File: config.mk
export PLATFORM = sky130hd
export DESIGN_NAME = jk_flop_bank_flat
export DESIGN_NICKNAME = d
export VERILOG_FILES = /design/src/rtl/jk_pkg.sv /design/src/rtl/jk_flop_bank_if.sv /design/src/rtl/jk_cell_next.sv /design/src/rtl/jk_flop_bank.sv /design/src/flat_wrapper.sv
export SDC_FILE = /design/constraint.sdc
export NUM_CORES = 1
export LEC_CHECK = 0
export CORE_MARGIN = 3
export CORE_UTILIZATION = 35
export DETAILED_ROUTE_END_ITERATION = 6
export GPL_TIMING_DRIVEN = 0
export PLACE_DENSITY = 0.71
export SKIP_CTS_REPAIR_TIMING = 1
export SLEW_MARGIN = 20
export SYNTH_ARGS = -nofsm -noshare
export SYNTH_HDL_FRONTEND = slang
export SYNTH_SLANG_ARGS = --single-unit
File: constraint.sdc
create_clock -name clk -period 5.3 [get_ports clk]
set_input_delay 1.06 -clock clk [delete_from_list [all_inputs] [get_ports clk]]
set_output_delay 1.06 -clock clk [all_outputs]
set_load 0.03 [all_outputs]
File: src/rtl/jk_pkg.sv
// Shared types and helpers for the jk_flop_bank register cell.
//   jk_mode_e  : next-state rule selector shared by every bit of the bank
//   CNT_DEF_W  : default width of the transition counter
//   popcount   : number of set bits in a vector of up to POP_MAX_W bits
package jk_pkg;

  typedef enum logic [1:0] {
    JK_MODE_JK = 2'b00,
    JK_MODE_D  = 2'b01,
    JK_MODE_T  = 2'b10,
    JK_MODE_SR = 2'b11
  } jk_mode_e;

  localparam int unsigned CNT_DEF_W = 16;
  localparam int unsigned POP_MAX_W = 64;

  function automatic int unsigned popcount(input logic [POP_MAX_W-1:0] v);
    int unsigned n;
    n = 0;
    for (int unsigned i = 0; i < POP_MAX_W; i++) begin
      n += int'(v[i]);
    end
    return n;
  endfunction

endpackage

File: src/rtl/jk_flop_bank_if.sv
// Signal bundle for jk_flop_bank.
//   master : drives en/mode/j/k/sync_clr/load/load_val/cnt_clr, observes outputs
//   slave  : the flop bank itself; drives q/q_n/rise/fall/sr_conflict/toggle_cnt
interface jk_flop_bank_if
  import jk_pkg::*;
#(
  parameter int unsigned WIDTH = 8,
  parameter int unsigned CNT_W = CNT_DEF_W
);

  logic             en;
  jk_mode_e         mode;
  logic [WIDTH-1:0] j;
  logic [WIDTH-1:0] k;
  logic             sync_clr;
  logic             load;
  logic [WIDTH-1:0] load_val;
  logic             cnt_clr;
  logic [WIDTH-1:0] q;
  logic [WIDTH-1:0] q_n;
  logic [WIDTH-1:0] rise;
  logic [WIDTH-1:0] fall;
  logic             sr_conflict;
  logic [CNT_W-1:0] toggle_cnt;

  modport master (
    output en, mode, j, k, sync_clr, load, load_val, cnt_clr,
    input  q, q_n, rise, fall, sr_conflict, toggle_cnt
  );

  modport slave (
    input  en, mode, j, k, sync_clr, load, load_val, cnt_clr,
    output q, q_n, rise, fall, sr_conflict, toggle_cnt
  );

endinterface

File: src/rtl/jk_cell_next.sv
// Combinational next-state rule for one flip-flop bit.
//   mode     : JK / D / T / SR rule
//   j, k     : J/D/T/S and K/-/-/R inputs
//   q        : current state
//   q_next   : state the rule would write
//   conflict : S=R=1 seen in SR mode (bit holds)
module jk_cell_next
  import jk_pkg::*;
(
  input  jk_mode_e mode,
  input  logic     j,
  input  logic     k,
  input  logic     q,
  output logic     q_next,
  output logic     conflict
);

  always_comb begin
    q_next   = q;
    conflict = 1'b0;
    case (mode)
      JK_MODE_JK: begin
        case ({j, k})
          2'b01:   q_next = 1'b0;
          2'b10:   q_next = 1'b1;
          2'b11:   q_next = ~q;
          default: q_next = q;
        endcase
      end
      JK_MODE_D: q_next = j;
      JK_MODE_T: q_next = j ? ~q : q;
      JK_MODE_SR: begin
        if (j && !k)      q_next = 1'b1;
        else if (!j && k) q_next = 1'b0;
        conflict = j & k;
      end
      default: q_next = q;
    endcase
  end

endmodule

File: src/rtl/jk_flop_bank.sv
// WIDTH-bit bank of independent flip-flops sharing one mode rule, with
// synchronous clear, parallel load, edge pulses, SR-conflict flag and a
// saturating bit-transition counter.
//   clk, reset : rising-edge clock, asynchronous active-high reset
//   bus        : jk_flop_bank_if slave (controls in, q/q_n/rise/fall/
//                sr_conflict/toggle_cnt out)
module jk_flop_bank
  import jk_pkg::*;
#(
  parameter int unsigned      WIDTH     = 8,
  parameter logic [WIDTH-1:0] RESET_VAL = '0,
  parameter int unsigned      CNT_W     = CNT_DEF_W
) (
  input  logic            clk,
  input  logic            reset,
  jk_flop_bank_if.slave   bus
);

  logic [WIDTH-1:0] q;
  logic [WIDTH-1:0] rise;
  logic [WIDTH-1:0] fall;
  logic             sr_conflict;
  logic [CNT_W-1:0] toggle_cnt;

  logic [WIDTH-1:0] rule_next;
  logic [WIDTH-1:0] cell_conflict;
  logic [WIDTH-1:0] q_next;
  logic             conflict_next;
  logic [CNT_W:0]   cnt_sum;
  logic [CNT_W-1:0] cnt_next;

  for (genvar i = 0; i < WIDTH; i++) begin : g_cell
    jk_cell_next u_cell (
      .mode     (bus.mode),
      .j        (bus.j[i]),
      .k        (bus.k[i]),
      .q        (q[i]),
      .q_next   (rule_next[i]),
      .conflict (cell_conflict[i])
    );
  end

  always_comb begin
    conflict_next = 1'b0;
    if (bus.sync_clr) begin
      q_next = RESET_VAL;
    end else if (bus.load) begin
      q_next = bus.load_val;
    end else if (bus.en) begin
      q_next        = rule_next;
      conflict_next = |cell_conflict;
    end else begin
      q_next = q;
    end

    // One guard bit: both operands fit in CNT_W bits, so a set top bit means
    // the true sum exceeded the counter range and must clamp.
    cnt_sum = {1'b0, toggle_cnt}
            + (CNT_W+1)'(popcount(POP_MAX_W'(q ^ q_next)));
    cnt_next = cnt_sum[CNT_W] ? '1 : cnt_sum[CNT_W-1:0];
  end

  always_ff @(posedge clk or posedge reset) begin
    if (reset) begin
      q           <= RESET_VAL;
      rise        <= '0;
      fall        <= '0;
      sr_conflict <= 1'b0;
      toggle_cnt  <= '0;
    end else begin
      q           <= q_next;
      rise        <= q_next & ~q;
      fall        <= ~q_next & q;
      sr_conflict <= conflict_next;
      toggle_cnt  <= bus.cnt_clr ? '0 : cnt_next;
    end
  end

  assign bus.q           = q;
  assign bus.q_n         = ~q;
  assign bus.rise        = rise;
  assign bus.fall        = fall;
  assign bus.sr_conflict = sr_conflict;
  assign bus.toggle_cnt  = toggle_cnt;

endmodule

File: src/flat_wrapper.sv
// flat-port wrapper written by rule: the top's interface ports become plain ports
module jk_flop_bank_flat import jk_pkg::*;
#(
  parameter int unsigned      WIDTH     = 8,
  parameter logic [WIDTH-1:0] RESET_VAL = '0,
  parameter int unsigned      CNT_W     = CNT_DEF_W
)
  (clk, reset, bus_en, bus_mode, bus_j, bus_k, bus_sync_clr, bus_load, bus_load_val, bus_cnt_clr, bus_q, bus_q_n, bus_rise, bus_fall, bus_sr_conflict, bus_toggle_cnt);
  jk_flop_bank_if #(.WIDTH(WIDTH), .CNT_W(CNT_W)) bus_i ();
  input  logic clk;
  input  logic reset;
  input wire logic [$bits(bus_i.en)-1:0] bus_en;
  input wire logic [$bits(bus_i.mode)-1:0] bus_mode;
  input wire logic [$bits(bus_i.j)-1:0] bus_j;
  input wire logic [$bits(bus_i.k)-1:0] bus_k;
  input wire logic [$bits(bus_i.sync_clr)-1:0] bus_sync_clr;
  input wire logic [$bits(bus_i.load)-1:0] bus_load;
  input wire logic [$bits(bus_i.load_val)-1:0] bus_load_val;
  input wire logic [$bits(bus_i.cnt_clr)-1:0] bus_cnt_clr;
  output wire logic [$bits(bus_i.q)-1:0] bus_q;
  output wire logic [$bits(bus_i.q_n)-1:0] bus_q_n;
  output wire logic [$bits(bus_i.rise)-1:0] bus_rise;
  output wire logic [$bits(bus_i.fall)-1:0] bus_fall;
  output wire logic [$bits(bus_i.sr_conflict)-1:0] bus_sr_conflict;
  output wire logic [$bits(bus_i.toggle_cnt)-1:0] bus_toggle_cnt;
  assign bus_i.en = bus_en;
  assign bus_i.mode = bus_mode;
  assign bus_i.j = bus_j;
  assign bus_i.k = bus_k;
  assign bus_i.sync_clr = bus_sync_clr;
  assign bus_i.load = bus_load;
  assign bus_i.load_val = bus_load_val;
  assign bus_i.cnt_clr = bus_cnt_clr;
  assign bus_q = bus_i.q;
  assign bus_q_n = bus_i.q_n;
  assign bus_rise = bus_i.rise;
  assign bus_fall = bus_i.fall;
  assign bus_sr_conflict = bus_i.sr_conflict;
  assign bus_toggle_cnt = bus_i.toggle_cnt;
  jk_flop_bank #(.WIDTH(WIDTH), .RESET_VAL(RESET_VAL), .CNT_W(CNT_W)) u_core (.clk(clk), .reset(reset), .bus(bus_i));
endmodule
==> flow_metrics.env, run 1 <==
export IMPL_drc_errors=0
export IMPL_finalSetupViolations=1
export IMPL_tightest_slew_ns=0.563
export IMPL_dp_cells=450
export IMPL_finalWirelength_mm=7.29
export IMPL_gr_total_overflow=0
export IMPL_startpoint_type="input port"
export IMPL_crit_type="input port to flop"
export IMPL_synth_xor_area_share_pct=1.98
export IMPL_path_clk_slew_ns=0.08
export IMPL_drtIter0Drc=87
export IMPL_ctsRootBufferMaster="clkbuf_8"
export IMPL_syn_inst=272
export IMPL_std_cell_rows=31
export IMPL_async_flop_share_pct=100
export IMPL_ys_types=51
export IMPL_outcome="finished, violations left"
export IMPL_clk_latency_ns=0.30
export IMPL_cts_path_max_buffers=2
export IMPL_portBuffers=78
export IMPL_worst_path_max_fanout=8
export IMPL_synth_edf_count=0
export IMPL_multi_input_area_sq_um=1540
export IMPL_yosys_area_share_simple_pct=14.8
export IMPL_vias=2431
export IMPL_synthTopCellsByArea="dfrtp_1, ha_1, a21oi_1, fa_1, inv_1"
export IMPL_powerDensity_nw_per_um2=272
export IMPL_numCtsBuffers=5
export IMPL_synth_fa_ha_area_share_pct=16.2
export IMPL_most_common_layout_cells="clkdlybuf4s50_1, dfrtp_1, ha_1, buf_4, nand2_1"
export IMPL_cts_tree="yes"
export IMPL_cp_end_kind="flop"
export IMPL_dieHeight_um=93.1
export IMPL_core_sq_um=7290
export IMPL_skew_ns=0.00962
export IMPL_final_nets=431
export IMPL_syn_cell_area_sq_um=2660
export IMPL_synth_top_family_by_area="compound AO/OA/AOI/OAI gates"
export IMPL_cp_arrival_ns=5.51
export IMPL_layout_drive_gt1_share_pct=20.7
export IMPL_fin_crit_sh_pct=100
export IMPL_seq_area_frac_synth_pct=38.6
export IMPL_drv_cap=0
export IMPL_track_usage_pct=17.3
export IMPL_failed_checks="negative setup slack"
export IMPL_routed_via_density=5.21
export IMPL_synth_seq_cells=41
export IMPL_initial_core_util_pct=36.4
export IMPL_yosys_most_used_dff="dfrtp_1"
export IMPL_muxShareOfSynthArea_pct=0.848
export IMPL_place_ws_ns=-0.845
export IMPL_period_needed_ns=5.30
export IMPL_rsz0062_at_grt="yes"
export IMPL_finish_utilization_pct=54.2
export IMPL_yosysTopAreaCell="dfrtp_1"
export IMPL_dr_pass1_iters=4
export IMPL_clock_sinks=41
export IMPL_syn_avg_cell_area_sq_um=9.76
export IMPL_wl_per_cell_um=15.6
export IMPL_grt_first_pass_wirelength_mm=12.1
export IMPL_final_seq_area_sq_um=1030
export IMPL_grt_max_degree=34
export IMPL_gp_congestion=0.893
export IMPL_die_area_sq_um=8670
export IMPL_n_fill_cell=681
export IMPL_maxSlewHeadroom_pct=62.5
export IMPL_timing_final_hold_violations=0
export IMPL_ctsHtreeMaxLevel=2
export IMPL_leakagePower_nw=1.83
export IMPL_synthesis_yosys_warnings=0
export IMPL_final_common_cell="clkdlybuf4s50_1"
export IMPL_n_antenna_cell=0
export IMPL_dp_hpwl_mm=5.48
export IMPL_fmax_mhz=189
export IMPL_ant_nets=0
export IMPL_required_ns=5.51
export IMPL_final_cell_count_no_fill=467
export IMPL_irDropWorstVdd_mv=0.166
export IMPL_hold_class="flop to flop"
export IMPL_synth_top_area_share_pct=38.6
export IMPL_die_w_um=93.1
export IMPL_syn_nets=336
export IMPL_synthToLayoutAreaGrowth_pct=48.8
export IMPL_synth_compound_area_share_pct=19.8
export IMPL_final_max_slew_violation_count=0
export IMPL_setup_ws_ns=-0.000832
export IMPL_antenna_found_initial=0
export IMPL_pin_count=81
export IMPL_grt_pass1_vias=2509
## worst max-delay path: stages
cell and delay, ns:
buf_12 0.11, and2_4 0.15, buf_6 0.13, nand2_2 0.06, nand3_2 0.05, a221o_1 0.36, a21oi_2 0.18, ha_1 0.26
inv_2 0.06, fa_1 0.45, fa_1 0.54, inv_2 0.04, fa_1 0.48, inv_2 0.08, ha_4 0.14, fa_2 0.23
a21oi_4 0.07, o21a_4 0.23, or3_1 0.36, buf_6 0.13, buf_4 0.15, a31oi_1 0.16
## logic make-up after synthesis
kind of cell,after synthesis
AND/OR/NAND/NOR,73
flip-flops,41
adder cells (fa/ha/maj),32
XOR/XNOR,6
multiplexers,2
AO/OA/AOI/OAI,77
buffers and inverters,41
## cells in the mapped netlist (4+ instances only)
| cell | instances |
|---|---|
| o211ai_1 | 5 |
| clkbuf_1 | 5 |
| a21o_1 | 6 |
| dfrtp_1 | 41 |
| a221o_1 | 5 |
| nand3_1 | 14 |
| fa_1 | 4 |
| buf_2 | 5 |
| xor2_1 | 4 |
| ha_1 | 28 |
| inv_1 | 21 |
| nand2_1 | 19 |
| o21ai_0 | 4 |
| o22ai_1 | 5 |
| buf_4 | 8 |
| nor2_1 | 9 |
| nor3_1 | 5 |
| a31oi_1 | 6 |
| nor2b_1 | 6 |
| a21oi_1 | 25 |
## final cells by class
| cell class | count | share of cell area, % |
|---|---|---|
| flip-flops and latches | 41 | 26.0 |
| plain buffers | 20 | 4.31 |
| well taps | 99 | 3.13 |
| inverters | 21 | 1.99 |
| clock inverters | 1 | 0.760 |
| multi-input cells | 190 | 38.9 |
| repair buffers | 88 | 22.7 |
| clock buffers | 7 | 2.18 |
## power breakdown
group,internal (mW),switching (mW),leakage [nW]
logic,0.211,0.247,1.22
clock network,0.154,0.113,0.0585
registers,0.336,0.0134,0.553
## flip-flops by register name (all words and copies together) (netlist names)
signal                  flops
u_core.bus.fall             8
u_core.bus.toggle_cnt      16
u_core.bus.rise             8
u_core.bus.q                8
u_core.bus.sr_conflict      1
## layer usage
metal	track usage, %	part of all wire, %	wire length (um)	up-vias
li1	-	-	-	1156
met1	22.2	44	3170	1167
met2	29.0	48	3520	97
met3	4.51	7.2	526	11
met4	4.40	1.0	74	0
met5	0	0	0	-
## stage by stage
step	instance area [sq um]	power, mW	setup TNS, ns	hold slack [ns]
3_5_place_dp	3600	0.763	-9.83	0.565
4_1_cts	3720	1.03	-5.25	0.586
5_1_grt	3950	1.15	-1.18	0.635
6_report	3950	1.08	-0.000832	0.591
3_3_place_gp	3580	0.749	-8.67	0.569
2_1_floorplan	2680	0.620	0	0.535
## path summary, 6_finish.rpt
path	slack [ns]	startpoint	endpoint	depth (start not counted)
worst max-delay path	-0.0008	bus_mode[0]	u_core.bus.toggle_cnt[7]$_DFF_PP0_	22
worst min-delay path	0.59	u_core.bus.q[2]$_DFF_PP0_	u_core.bus.fall[2]$_DFF_PP0_	1
worst max register to register	0.66	u_core.bus.q[3]$_DFF_PP0_	u_core.bus.toggle_cnt[7]$_DFF_PP0_	19
worst min register to register	0.59	u_core.bus.q[2]$_DFF_PP0_	u_core.bus.fall[2]$_DFF_PP0_	1
max in group asynchronous	3.85	reset	u_core.bus.toggle_cnt[8]$_DFF_PP0_	3
min in group asynchronous	0.99	reset	u_core.bus.q[5]$_DFF_PP0_	2
(Power assumes the default switching activity.)
==> run 2: changes to the inputs <==
Settings changed: CAP_MARGIN from default to 30.
==> results of run 2 <==
The final DEF is identical to that of run 1; final timing and power are the same.
==> run 3: changes to the inputs <==
Settings changed: SETUP_SLACK_MARGIN from default to 0.02, SKIP_CTS_REPAIR_TIMING 1 to default.
==> run 3 against run 2 <==
Compared with the run above:
- the flow now finishes without violations
- sequential power hardly changed
- clock-buffer cell count stayed put
- via count is 2.9% higher
- non-clock buffer count is 11 higher
- setup slack better by 0.20 ns
- power is 2.8% lower
- die area stayed put
- wire length is 4.3% higher
- first-iteration DRC count is 20% higher
- register-to-register slack better by 0.16 ns
- largest cell class unchanged
==> flow_metrics.env, run 3 (synthesized netlist as in run 1, its figures left out) <==
export IMPL_place_ws_ns=-0.850
export IMPL_crit_chain="buf_8, buf_4, nor2b_4, a21oi_2, o22ai_1, a221o_1, a21oi_2, ha_1, inv_2, fa_1, fa_1, inv_2, fa_1, inv_2, ha_4, fa_2, a21oi_2, o21a_2, or3_4, nand2_2, o311a_1"
export IMPL_synthToLayoutAreaGrowth_pct=49.2
export IMPL_required_ns=5.49
export IMPL_grt_first_pass_wirelength_mm=12.5
export IMPL_power_net_switching_mw=0.371
export IMPL_fin_crit_sh_pct=96.3
export IMPL_antenna_found_initial=0
export IMPL_final_cell_count_no_fill=478
export IMPL_worst_path_max_fanout=6
export IMPL_largest_reg_flops=16
export IMPL_finalSetupViolations=0
export IMPL_finalSetupTns_ns=0
export IMPL_portBuffers=78
export IMPL_powerDensity_nw_per_um2=264
export IMPL_critPathTopFamily="adder cells"
export IMPL_outcome="completed"
export IMPL_routed_via_density=5.23
export IMPL_grt_max_degree=22
export IMPL_dp_hpwl_mm=5.58
export IMPL_ctsRootBufferMaster="clkbuf_8"
export IMPL_maxSlewHeadroom_pct=64.8
export IMPL_n_antenna_cell=0
export IMPL_clk_latency_ns=0.30
export IMPL_hold_class="flop to flop"
export IMPL_die_w_um=93.1
export IMPL_crit_type="input port to flop"
export IMPL_tightest_slew_ns=0.528
export IMPL_skew_ns=0.00950
export IMPL_std_cell_rows=31
export IMPL_track_usage_pct=18.1
export IMPL_worst_path_max_delay_cell="fa_1"
export IMPL_crit_buf_inv=5
export IMPL_pin_count=81
export IMPL_critPathMaxStageDelay_ns=0.51
export IMPL_top_register="u_core.bus.toggle_cnt"
export IMPL_most_common_layout_cells="clkdlybuf4s50_1, dfrtp_1, buf_4, ha_1, nand2_1"
export IMPL_seqPwrFrac_pct=33.4
export IMPL_timing_final_hold_violations=0
export IMPL_cts_hold_fix_buffers=0
export IMPL_n_fill_cell=684
export IMPL_cp_arrival_ns=5.29
export IMPL_detailed_place_area_sq_um=3620
export IMPL_setup_ws_ns=0.198
export IMPL_die_area_sq_um=8670
export IMPL_ant_nets=0
export IMPL_final_common_cell="clkdlybuf4s50_1"
export IMPL_dieHeight_um=93.1
export IMPL_gr_total_overflow=0
export IMPL_combPwrFrac_pct=44.3
export IMPL_initial_core_util_pct=36.4
export IMPL_gp_congestion=0.891
export IMPL_power_internal_mw=0.674
export IMPL_drv_cap=0
export IMPL_finalWirelength_mm=7.61
export IMPL_drtIter0Drc=104
export IMPL_fmax_mhz=196
export IMPL_cts_tree="yes"
export IMPL_grt_pass1_vias=2550
export IMPL_startpoint_type="input port"
export IMPL_ctsHtreeMaxLevel=2
export IMPL_numCtsBuffers=5
export IMPL_irDropWorstVdd_mv=0.120
export IMPL_switching_share_pct=35.5
export IMPL_cp_end_kind="flop"
export IMPL_pwr_share_clk_pct=22.3
export IMPL_core_sq_um=7290
export IMPL_cts_path_max_buffers=2
export IMPL_stdcell_area_sq_um=3960
export IMPL_leakagePower_nw=1.82
export IMPL_vias=2502
export IMPL_clock_sinks=41
export IMPL_layout_drive_gt1_share_pct=23.0
export IMPL_dp_cells=450
export IMPL_period_needed_ns=5.10
export IMPL_dr_pass1_iters=4
export IMPL_final_max_slew_violation_count=0
export IMPL_drc_errors=0
export IMPL_finalPower_mw=1.05
export IMPL_path_clk_slew_ns=0.08
export IMPL_final_nets=442
export IMPL_wl_per_cell_um=15.9
## run 3: changes by cell type in the layout (fill, tap and decap cells not counted), sizes merged
cell           change
clkdlybuf4s50      -1
clkinv             +1
buf               +10
dlygate4sd2        +5
clkdlybuf4s15      +2
clkbuf             +4
dlymetal6s2s       -9
bufinv             -1
## run 3: power by group through the flow
stage / Clock [mW] / Sequential (mW) / Combinational, mW
final: 0.233 / 0.349 / 0.463
after detailed placement: 0 / 0.356 / 0.420
after global routing: 0.248 / 0.353 / 0.518
after CTS: 0.235 / 0.350 / 0.458
after floorplan: 0 / 0.392 / 0.229
after global placement: 0 / 0.356 / 0.396
## run 3: metrics by stage
stage | utilization [%] | hold slack [ns]
after CTS | 53.6 | 0.585
final | 54.3 | 0.583
after global placement | 49.2 | 0.568
after detailed placement | 49.6 | 0.573
after floorplan | - | 0.535
after global routing | 54.3 | 0.617
## run 3: worst register-to-register path, delay by kind of cell (launching register included)
family / cells / cell delay [ns]
adder cells (fa/ha/maj): 6 / 2.06
AO/OA/AOI/OAI: 5 / 1.08
AND/OR/NAND/NOR: 4 / 0.50
flip-flops: 1 / 0.43
buffers and inverters: 4 / 0.29
## run 3: path summary, 6_finish.rpt
kind                                           startpoint                                  end  slack, ns  depth (start not counted)
worst max register to register  u_core.bus.q[0]$_DFF_PP0_  u_core.bus.toggle_cnt[13]$_DFF_PP0_       0.82                         19
worst min-delay path            u_core.bus.q[4]$_DFF_PP0_         u_core.bus.fall[4]$_DFF_PP0_       0.58                          1
max in group asynchronous                           reset            u_core.bus.q[3]$_DFF_PP0_       3.71                          3
min in group asynchronous                           reset            u_core.bus.q[0]$_DFF_PP0_       1.11                          2
worst min register to register  u_core.bus.q[4]$_DFF_PP0_         u_core.bus.fall[4]$_DFF_PP0_       0.58                          1
worst max-delay path                          bus_mode[1]  u_core.bus.toggle_cnt[13]$_DFF_PP0_       0.20                         21
## run 3: cell type report
cell class,count,area (sq um),share of cell area (%)
plain buffers,19,159,4.01
well taps,99,124,3.13
clock inverters,1,5.00,0.126
multi-input cells,190,1510,38.2
inverters,21,78.8,1.99
flip-flops and latches,41,1030,25.9
clock buffers,7,96.3,2.43
repair buffers,100,957,24.2
## run 3: repair_timing
action	4_1_cts	5_1_grt
setup endpoints to repair	16	16
resized for setup	48	11
pin swaps	25	20
setup buffers	16	5
## run 3: layer usage
metal,global-route usage [%],vias to the layer above,share of wire (%)
li1,-,1182,-
met1,22.8,1217,41
met2,31.9,93,50
met3,3.86,10,7.6
met4,4.03,0,1.1
met5,0,-,0
